File: src/rtl/serializer_arbiter.sv
// Round-robin arbiter sharing one serializer between CH_NUM requesters.
// Optional macro SER_ARB_SKIP_IGNORED_EN drops ignored-mod requests locally instead of forwarding them.
module serializer_arbiter #(
  parameter int CH_NUM        = 4,
  parameter int DATA_W        = 16,
  parameter int MOD_W         = $clog2(DATA_W),
  parameter int CH_W          = $clog2(CH_NUM),
  parameter int MOD_IGNORE_LO = 1,
  parameter int MOD_IGNORE_HI = 2
) (
  input  logic                       clk_i,
  input  logic                       srst_i,
  input  logic [CH_NUM-1:0]          req_val_i,
  input  logic [CH_NUM*DATA_W-1:0]   req_data_i,
  input  logic [CH_NUM*MOD_W-1:0]    req_mod_i,
  output logic [CH_NUM-1:0]          req_ready_o,
  output logic [DATA_W-1:0]          ser_data_o,
  output logic [MOD_W-1:0]           ser_mod_o,
  output logic                       ser_val_o,
  input  logic                       ser_busy_i,
  output logic [CH_W-1:0]            grant_id_o,
  output logic                       grant_val_o,
  output logic                       skip_o
);

  typedef enum logic [1:0] {IDLE, ISSUE, SETTLE, DRAIN} state_e;

  state_e              state_q, state_d;
  logic [CH_W-1:0]     rr_ptr_q, rr_ptr_d;
  logic [CH_W-1:0]     grant_id_q, grant_id_d;
  logic [DATA_W-1:0]   ser_data_q, ser_data_d;
  logic [MOD_W-1:0]    ser_mod_q, ser_mod_d;
  logic [CH_NUM-1:0]   req_ready_q, req_ready_d;
  logic                ser_val_q, ser_val_d;
  logic                grant_val_q, grant_val_d;

  logic [CH_NUM-1:0]   req_eff;
  logic                sel_found;
  logic [CH_W-1:0]     sel_id;
  logic [DATA_W-1:0]   sel_data;
  logic [MOD_W-1:0]    sel_mod;
  logic                accept;
  logic                forward;

`ifdef SER_ARB_SKIP_IGNORED_EN
  localparam logic [MOD_W-1:0] IGN_LO = MOD_W'(MOD_IGNORE_LO);
  localparam logic [MOD_W-1:0] IGN_HI = MOD_W'(MOD_IGNORE_HI);
  logic skip_q, skip_d;
`endif

  // A channel being acknowledged this cycle still shows its old request; mask it out.
  always_comb begin
    req_eff   = req_val_i & ~req_ready_q;
    sel_found = 1'b0;
    sel_id    = '0;
    for (int i = 1; i <= CH_NUM; i++) begin
      if (!sel_found && req_eff[(int'(rr_ptr_q) + i) % CH_NUM]) begin
        sel_found = 1'b1;
        sel_id    = CH_W'((int'(rr_ptr_q) + i) % CH_NUM);
      end
    end
    sel_data = req_data_i[int'(sel_id)*DATA_W +: DATA_W];
    sel_mod  = req_mod_i[int'(sel_id)*MOD_W +: MOD_W];
    accept   = (state_q == IDLE) && sel_found;
`ifdef SER_ARB_SKIP_IGNORED_EN
    forward  = !((sel_mod >= IGN_LO) && (sel_mod <= IGN_HI));
`else
    forward  = 1'b1;
`endif
  end

  always_ff @(posedge clk_i) begin
    if (srst_i) begin
      state_q <= IDLE;
    end else begin
      state_q <= state_d;
    end
  end

  always_comb begin
    state_d = state_q;
    case (state_q)
      IDLE:    if (accept && forward) state_d = ISSUE;
      ISSUE:   state_d = SETTLE;
      SETTLE:  state_d = DRAIN;
      DRAIN:   if (!ser_busy_i) state_d = IDLE;
      default: state_d = IDLE;
    endcase
  end

  always_comb begin
    rr_ptr_d    = rr_ptr_q;
    grant_id_d  = grant_id_q;
    ser_data_d  = ser_data_q;
    ser_mod_d   = ser_mod_q;
    req_ready_d = '0;
    ser_val_d   = (state_d == ISSUE);
    grant_val_d = (state_d != IDLE);
`ifdef SER_ARB_SKIP_IGNORED_EN
    skip_d      = 1'b0;
`endif
    if (accept) begin
      req_ready_d = CH_NUM'(1) << sel_id;
      rr_ptr_d    = sel_id;
      if (forward) begin
        grant_id_d = sel_id;
        ser_data_d = sel_data;
        ser_mod_d  = sel_mod;
      end
`ifdef SER_ARB_SKIP_IGNORED_EN
      else begin
        skip_d = 1'b1;
      end
`endif
    end
  end

  always_ff @(posedge clk_i) begin
    if (srst_i) begin
      rr_ptr_q    <= CH_W'(CH_NUM - 1);
      grant_id_q  <= '0;
      ser_data_q  <= '0;
      ser_mod_q   <= '0;
      req_ready_q <= '0;
      ser_val_q   <= 1'b0;
      grant_val_q <= 1'b0;
`ifdef SER_ARB_SKIP_IGNORED_EN
      skip_q      <= 1'b0;
`endif
    end else begin
      rr_ptr_q    <= rr_ptr_d;
      grant_id_q  <= grant_id_d;
      ser_data_q  <= ser_data_d;
      ser_mod_q   <= ser_mod_d;
      req_ready_q <= req_ready_d;
      ser_val_q   <= ser_val_d;
      grant_val_q <= grant_val_d;
`ifdef SER_ARB_SKIP_IGNORED_EN
      skip_q      <= skip_d;
`endif
    end
  end

  assign req_ready_o = req_ready_q;
  assign ser_data_o  = ser_data_q;
  assign ser_mod_o   = ser_mod_q;
  assign ser_val_o   = ser_val_q;
  assign grant_id_o  = grant_id_q;
  assign grant_val_o = grant_val_q;
`ifdef SER_ARB_SKIP_IGNORED_EN
  assign skip_o      = skip_q;
`else
  assign skip_o      = 1'b0;
`endif

endmodule

File: config.mk
export PLATFORM = sky130hd
export DESIGN_NAME = serializer_arbiter
export DESIGN_NICKNAME = d
export VERILOG_FILES = /design/src/rtl/serializer_arbiter.sv
export SDC_FILE = /design/constraint.sdc
export NUM_CORES = 1
export LEC_CHECK = 0
export CAP_MARGIN = 5
export CORE_ASPECT_RATIO = 1.75
export CORE_MARGIN = 10
export CORE_UTILIZATION = 38
export CTS_CLUSTER_DIAMETER = 40
export DETAILED_ROUTE_END_ITERATION = 12
export PLACE_DENSITY = 0.81
export RECOVER_POWER = 25
export SLEW_MARGIN = 20
export SYNTH_ARGS = -nofsm -noshare
export SYNTH_HDL_FRONTEND = slang
export SYNTH_SLANG_ARGS = --single-unit
export TNS_END_PERCENT = 100
File: constraint.sdc
create_clock -name clk_i -period 1.98 [get_ports clk_i]
set_input_delay 0.297 -clock clk_i [delete_from_list [all_inputs] [get_ports clk_i]]
set_output_delay 0.297 -clock clk_i [all_outputs]
set_load 0.02 [all_outputs]
## Word level (Yosys, flattened, before mapping)

Index checks and enable logic that the tools add are counted.

- Memories kept: 0
- Register bits: 32
- RAM bits: 0
- Bits in latches: 0
- Word-level logic and storage cells: 67
- ROM bits: 0

- $mul: 0
- Div/mod/pow operators: 0
- Bitwise gates (word level): 7
- Muxes and demuxes: 23
- Add/subtract/negate cells: 4
- Equal/unequal tests: 4
- Reductions and logical operators: 14
- Magnitude comparators: 4
- Shifts and indexed selects: 3

Operators with widths:

| cell | count |
|---|---|
| indexed part select 64 x 7 -> 16 bit | 1 |
| less-than comparator 3 x 4 -> 1 bit, second input constant | 4 |
| indexed part select 16 x 5 -> 4 bit | 1 |
| 2-to-1 mux 1 bit | 12 |
| 2-to-1 mux 2 bit | 6 |
| OR reduction 2 bit | 5 |
| binary-select mux 1 bit (select 2 bit) | 4 |
| case mux 2 bit (4 select lines) | 1 |
| adder 2 x 1 -> 2 bit, second input constant | 2 |
| adder 2 bit, second input constant | 2 |
| AND 1 bit, first input constant | 4 |
| AND 4 bit | 1 |
| == test 2 x 1 -> 1 bit, second input constant | 2 |
| == test 2 bit, second input constant | 2 |
| logical AND 1 bit | 4 |
| NOT 4 bit | 1 |
| << shifter 1 x 2 -> 4 bit, first input constant | 1 |
| logical NOT 1 bit | 3 |
| logical NOT 2 bit | 1 |
| nonzero test 2 bit | 1 |
| NOT 1 bit | 1 |

## Longest topological paths before layout

Gate-level depths: netlist of run 1.

- Word-level depth: 20
- Mapped depth: 7
- Mapped depth without buffers: 5

## Worst setup path before layout of run 1

Ideal clock, no wire load.

- Path type: register to register
- Start: register req_ready_q[1] (netlist: req_ready_o[1])
- End: register ser_data_q[4] (netlist: ser_data_o[4])
- Path buffers: 2
- Cell stages (with the launch flop): 8
- Setup slack: 214 ps
- Library setup time: 128 ps
- Data arrival time: 1638 ps
- Period minus slack after synthesis: 1766 ps
- Cell sequence: dfxtp_1 > nand2b_1 > nor2_1 > a221oi_2 > buf_6 > buf_8 > mux2i_1 > o221ai_2

- Word-level cells in the longest chain between the ends: 16
- Elaborated cells between the ends (all ways): 30
- Classes of those cells: 1 x shift; 20 x mux; 2 x bitwise; 7 x reduce/logical

Ends and longest elaborated chain:

| item | line | source |
|---|---|---|
| start: declaration | 33 | `logic [CH_NUM-1:0] req_ready_q, req_ready_d;` |
| start signal: assignment | 135 | `req_ready_q <= req_ready_d;` |
| NOT 4 bit * | 53 | `req_eff = req_val_i & ~req_ready_q;` |
| AND 4 bit * | 53 |  |
| binary-select mux 1 bit (select 2 bit) | 57 | `if (!sel_found && req_eff[(int'(rr_ptr_q) + i) % CH_NUM]) begin` |
| 2-to-1 mux 1 bit (implied by the code) (2 in a row) | 57 |  |
| 2-to-1 mux 1 bit | 57 |  |
| logical NOT 1 bit | 57 |  |
| logical AND 1 bit | 57 |  |
| 2-to-1 mux 1 bit | 57 |  |
| logical NOT 1 bit | 57 |  |
| logical AND 1 bit | 57 |  |
| 2-to-1 mux 1 bit | 57 |  |
| logical NOT 1 bit | 57 |  |
| logical AND 1 bit | 57 |  |
| 2-to-1 mux 2 bit / 2-to-1 mux 1 bit (equally long branches) | 57 |  |
| indexed part select 64 x 7 -> 16 bit / logical AND 1 bit (equally long branches) | 62, 64 |  |
| end signal: assignment | 133 | `ser_data_q <= ser_data_d;` |
| end: declaration | 31 | `logic [DATA_W-1:0] ser_data_q, ser_data_d;` |

Every way passes the cells marked *; elsewhere a longest branch is shown, timed or not. The select of a mux whose other input is x is not followed.
A chain may end at the register's enable or synchronous reset.

## Worst setup path after layout of run 1

- Start: input req_val_i[3]
- End: register ser_mod_q[0] (netlist: ser_mod_o[0])

- Word-level cells in the longest chain between the ends: 15
- Elaborated cells between the ends (all ways): 29
- Classes of those cells: 1 x shift; 20 x mux; 1 x bitwise; 7 x reduce/logical

Ends and longest elaborated chain:

| item | line | source |
|---|---|---|
| start: declaration | 13 | `input logic [CH_NUM-1:0] req_val_i,` |
| AND 4 bit * | 53 |  |
| binary-select mux 1 bit (select 2 bit) | 57 |  |
| 2-to-1 mux 1 bit (implied by the code) (2 in a row) | 57 |  |
| 2-to-1 mux 1 bit | 57 |  |
| logical NOT 1 bit | 57 |  |
| logical AND 1 bit | 57 |  |
| 2-to-1 mux 1 bit | 57 |  |
| logical NOT 1 bit | 57 |  |
| logical AND 1 bit | 57 |  |
| 2-to-1 mux 1 bit | 57 |  |
| logical NOT 1 bit | 57 |  |
| logical AND 1 bit | 57 |  |
| 2-to-1 mux 2 bit / 2-to-1 mux 1 bit (equally long branches) | 57 |  |
| indexed part select 16 x 5 -> 4 bit / logical AND 1 bit (equally long branches) | 63, 64 |  |
| end signal: assignment | 134 | `ser_mod_q <= ser_mod_d;` |
| end: declaration | 32 | `logic [MOD_W-1:0] ser_mod_q, ser_mod_d;` |

Marks and branches as above.

==> flow_summary.ini, run 1 <==
[status]
status = completed

[setup_path]
crit_required_ns = 2.14
critPathMaxFanout = 17
path_class = in2reg
crit_arrival_ns = 2.05
start_kind = primary input
critPathCaptureType = flop
r2r_setup_slack_ns = 0.19

[timing]
skew_ns = 0.00980
setup_viol = 0
rsz0062_at_grt = no
fmax_mhz = 528
period_minus_slack_ns = 1.89
hold_viol = 0
fin_setup_tns_ns = 0
finalMaxSlewViolations = 0
period_share_pct = 95.7

[global_routing]
grt_pass1_vias = 2089
grt_pass1_wl_mm = 10.5
gr-usage-all-layers_pct = 15.6
grt-ovfl-total = 0
antenna_found_initial = 0
grt_max_degree = 28

[synthesis]
synthArstFlopShare_pct = 0
synth.avg_cell_area_um2 = 11.1
synthTopCellsByArea = dfxtp_1 32%, mux2i_1 20%, o221ai_2 15%, nand3b_1 7.8%, buf_12 3.0%
yosysWarnings = 0
synth_top_area_cell = dfxtp_1
seq_area_frac_synth_pct = 31.8
syn-instance-count = 182
synth-seq-cells = 32
mappedNetlistArea_um2 = 2010
synth_top_area_share_pct = 31.8
synth.distinct_cells = 39
synth_flop_cell = dfxtp_1
synth_edf_count = 0
synthTopCellsByCount = 40 x mux2i_1, 32 x dfxtp_1, 21 x nand3b_1
synth_most_common_cell = mux2i_1
syn_nets = 269

[clock_network]
h-tree-depth = 2
cts_tree = done
clk_pin_slew_worst_paths_ns = 0.06
cts_root_buf = clkbuf_8
ctsLongestPathBuffers = 2
clock-sinks = 32
cts_buffers = 5
clk_latency_ns = 0.28

[pwr]
power.leakage_nw = 1.32
peakVddDrop_uv = 556
power_density_nw_per_um2 = 753

[finish]
n_fill_cell = 435
antenna_cells = 0
fin_util_pct = 65.4
areaGrowthSynthToFinish_pct = 69.4
layout.nets = 395
drive_above_1_share_pct = 19.5

[floorplanning]
rows = 35
die_y_um = 116
die_width_um = 75.0
fp.dieArea_um2 = 8720
initial_utilization_pct = 38.6
num_io_pins = 116
core_um2 = 5210

[detailed_routing]
viasPerCell = 5.32
drt-pass1-iter-count = 4
ant_nets = 0
num_vias = 1930
drc = 0
routed_wl_mm = 6.94
drt_iter0_drc = 44
post_drt_wl_per_cell_um = 19.1

[placed_design]
gp_congestion = 0.818
place.port_buffers = 114
place_hpwl_mm = 5.57

[flow_run]
cap_viol_max_count = 0

[worst_hold_path]
hold_path_class = reg2reg
repair_timing:
item	in CTS	in global routing
resized for setup	0	3
setup buffers	0	1
hold buffers	0	0
setup endpoints to repair	0	14
hold endpoints to repair	0	0
layout by cell type (no fill, tap or decap), types with 2 or more instances in the layout:
cell / synthesis / final
clkdlybuf4s50_1: 0 / 101
mux2i_1: 40 / 38
dfxtp_1: 32 / 32
nand3b_1: 21 / 21
o221ai_2: 20 / 20
buf_4: 5 / 15
dlygate4sd3_1: 0 / 13
nand2_1: 5 / 5
clkbuf_8: 0 / 5
buf_12: 3 / 5
nand2b_1: 4 / 4
nor2_1: 4 / 4
a21oi_1: 4 / 4
nor3_1: 3 / 3
nor2b_1: 3 / 3
nor4_1: 3 / 3
o21ai_0: 3 / 3
inv_1: 2 / 2
nor3b_1: 2 / 2
o22ai_1: 2 / 2
worst paths after layout:
kind / to / depth (start not counted) / startpoint
max: ser_mod_o[0] / 7 / req_val_i[3]
min: grant_id_o[1] / 2 / grant_id_o[1]
max reg2reg: ser_mod_o[0] / 7 / req_ready_o[1]
min reg2reg: grant_id_o[1] / 2 / grant_id_o[1]
state kept, by name (all words and copies together), names as in the netlist:
register     flops
state_q          2
ser_val_o        1
ser_data_o      16
ser_mod_o        4
req_ready_o      4
grant_val_o      1
grant_id_o       2
rr_ptr_q         2
per-stage QoR:
step | area (µm²) | hold slack, ns | worst slack, ns | total power, W | cells
6_report | 3410 | 0.468 | 0.0860 | 0.00257 | 363
5_1_grt | 3410 | 0.499 | 0.00142 | 0.00270 | 363
4_1_cts | 3360 | 0.470 | 0.0443 | 0.00256 | 361
3_5_place_dp | 3280 | 0.463 | -0.240 | 0.00209 | 354
3_3_place_gp | 3280 | 0.460 | -0.193 | 0.00207 | 354
2_1_floorplan | 2010 | 0.390 | 0.214 | 0.00159 | 182
critical path, cell delays in order:
cell	delay (ns)
clkdlybuf4s50_1	0.50
nand3b_1	0.17
a221oi_4	0.31
buf_4	0.20
buf_12	0.18
mux2i_1	0.28
o221ai_2	0.12
cells by family (layout without fill, tap and decap cells):
group                  Yosys count  in the layout  synth area share (%)
AOI/OAI and AO/OA               37             37                  22.1
buffers and inverters           18            144                  8.14
and+or+nand+nor                 54             54                  17.8
muxes                           40             40                  19.9
DFF                             32             32                  31.8
other                            1              1                 0.186
per-layer routing:
metal  wire [µm]  up-vias  global-route usage [%]
met5           0        -                       0
met4         131        0                    5.20
met3         451       11                    5.36
met2        4030       63                    30.3
met1        2330      916                    14.1
li1            -      940                       -
cell type report:
| class | count | area (µm²) | area share, % |
|---|---|---|---|
| repair buffers | 135 | 1380 | 40.4 |
| well taps | 55 | 68.8 | 2.02 |
| flip-flops and latches | 32 | 641 | 18.8 |
| inverters | 2 | 7.51 | 0.220 |
| clock inverters | 1 | 5.00 | 0.147 |
| clock buffers | 6 | 72.6 | 2.13 |
| multi-input cells | 132 | 1240 | 36.3 |
power by group:
group	internal [W]	leakage, nW	switching (W)
clock network	0.000239	0.0410	0.000230
logic	0.000687	1.01	0.000594
registers	0.000755	0.264	0.0000635
total	0.00168	1.32	0.000888
Power figures use the tool's default switching activity.
==> run 2: changes to the inputs <==
--- a/config.mk
+++ b/config.mk
@@ -5,7 +5,6 @@
 export SDC_FILE = /design/constraint.sdc
 export NUM_CORES = 1
 export LEC_CHECK = 0
-export CAP_MARGIN = 5
 export CORE_ASPECT_RATIO = 1.75
 export CORE_MARGIN = 10
 export CORE_UTILIZATION = 38
==> results of run 2 <==
Final layout, timing and power as in run 1 (identical DEF).
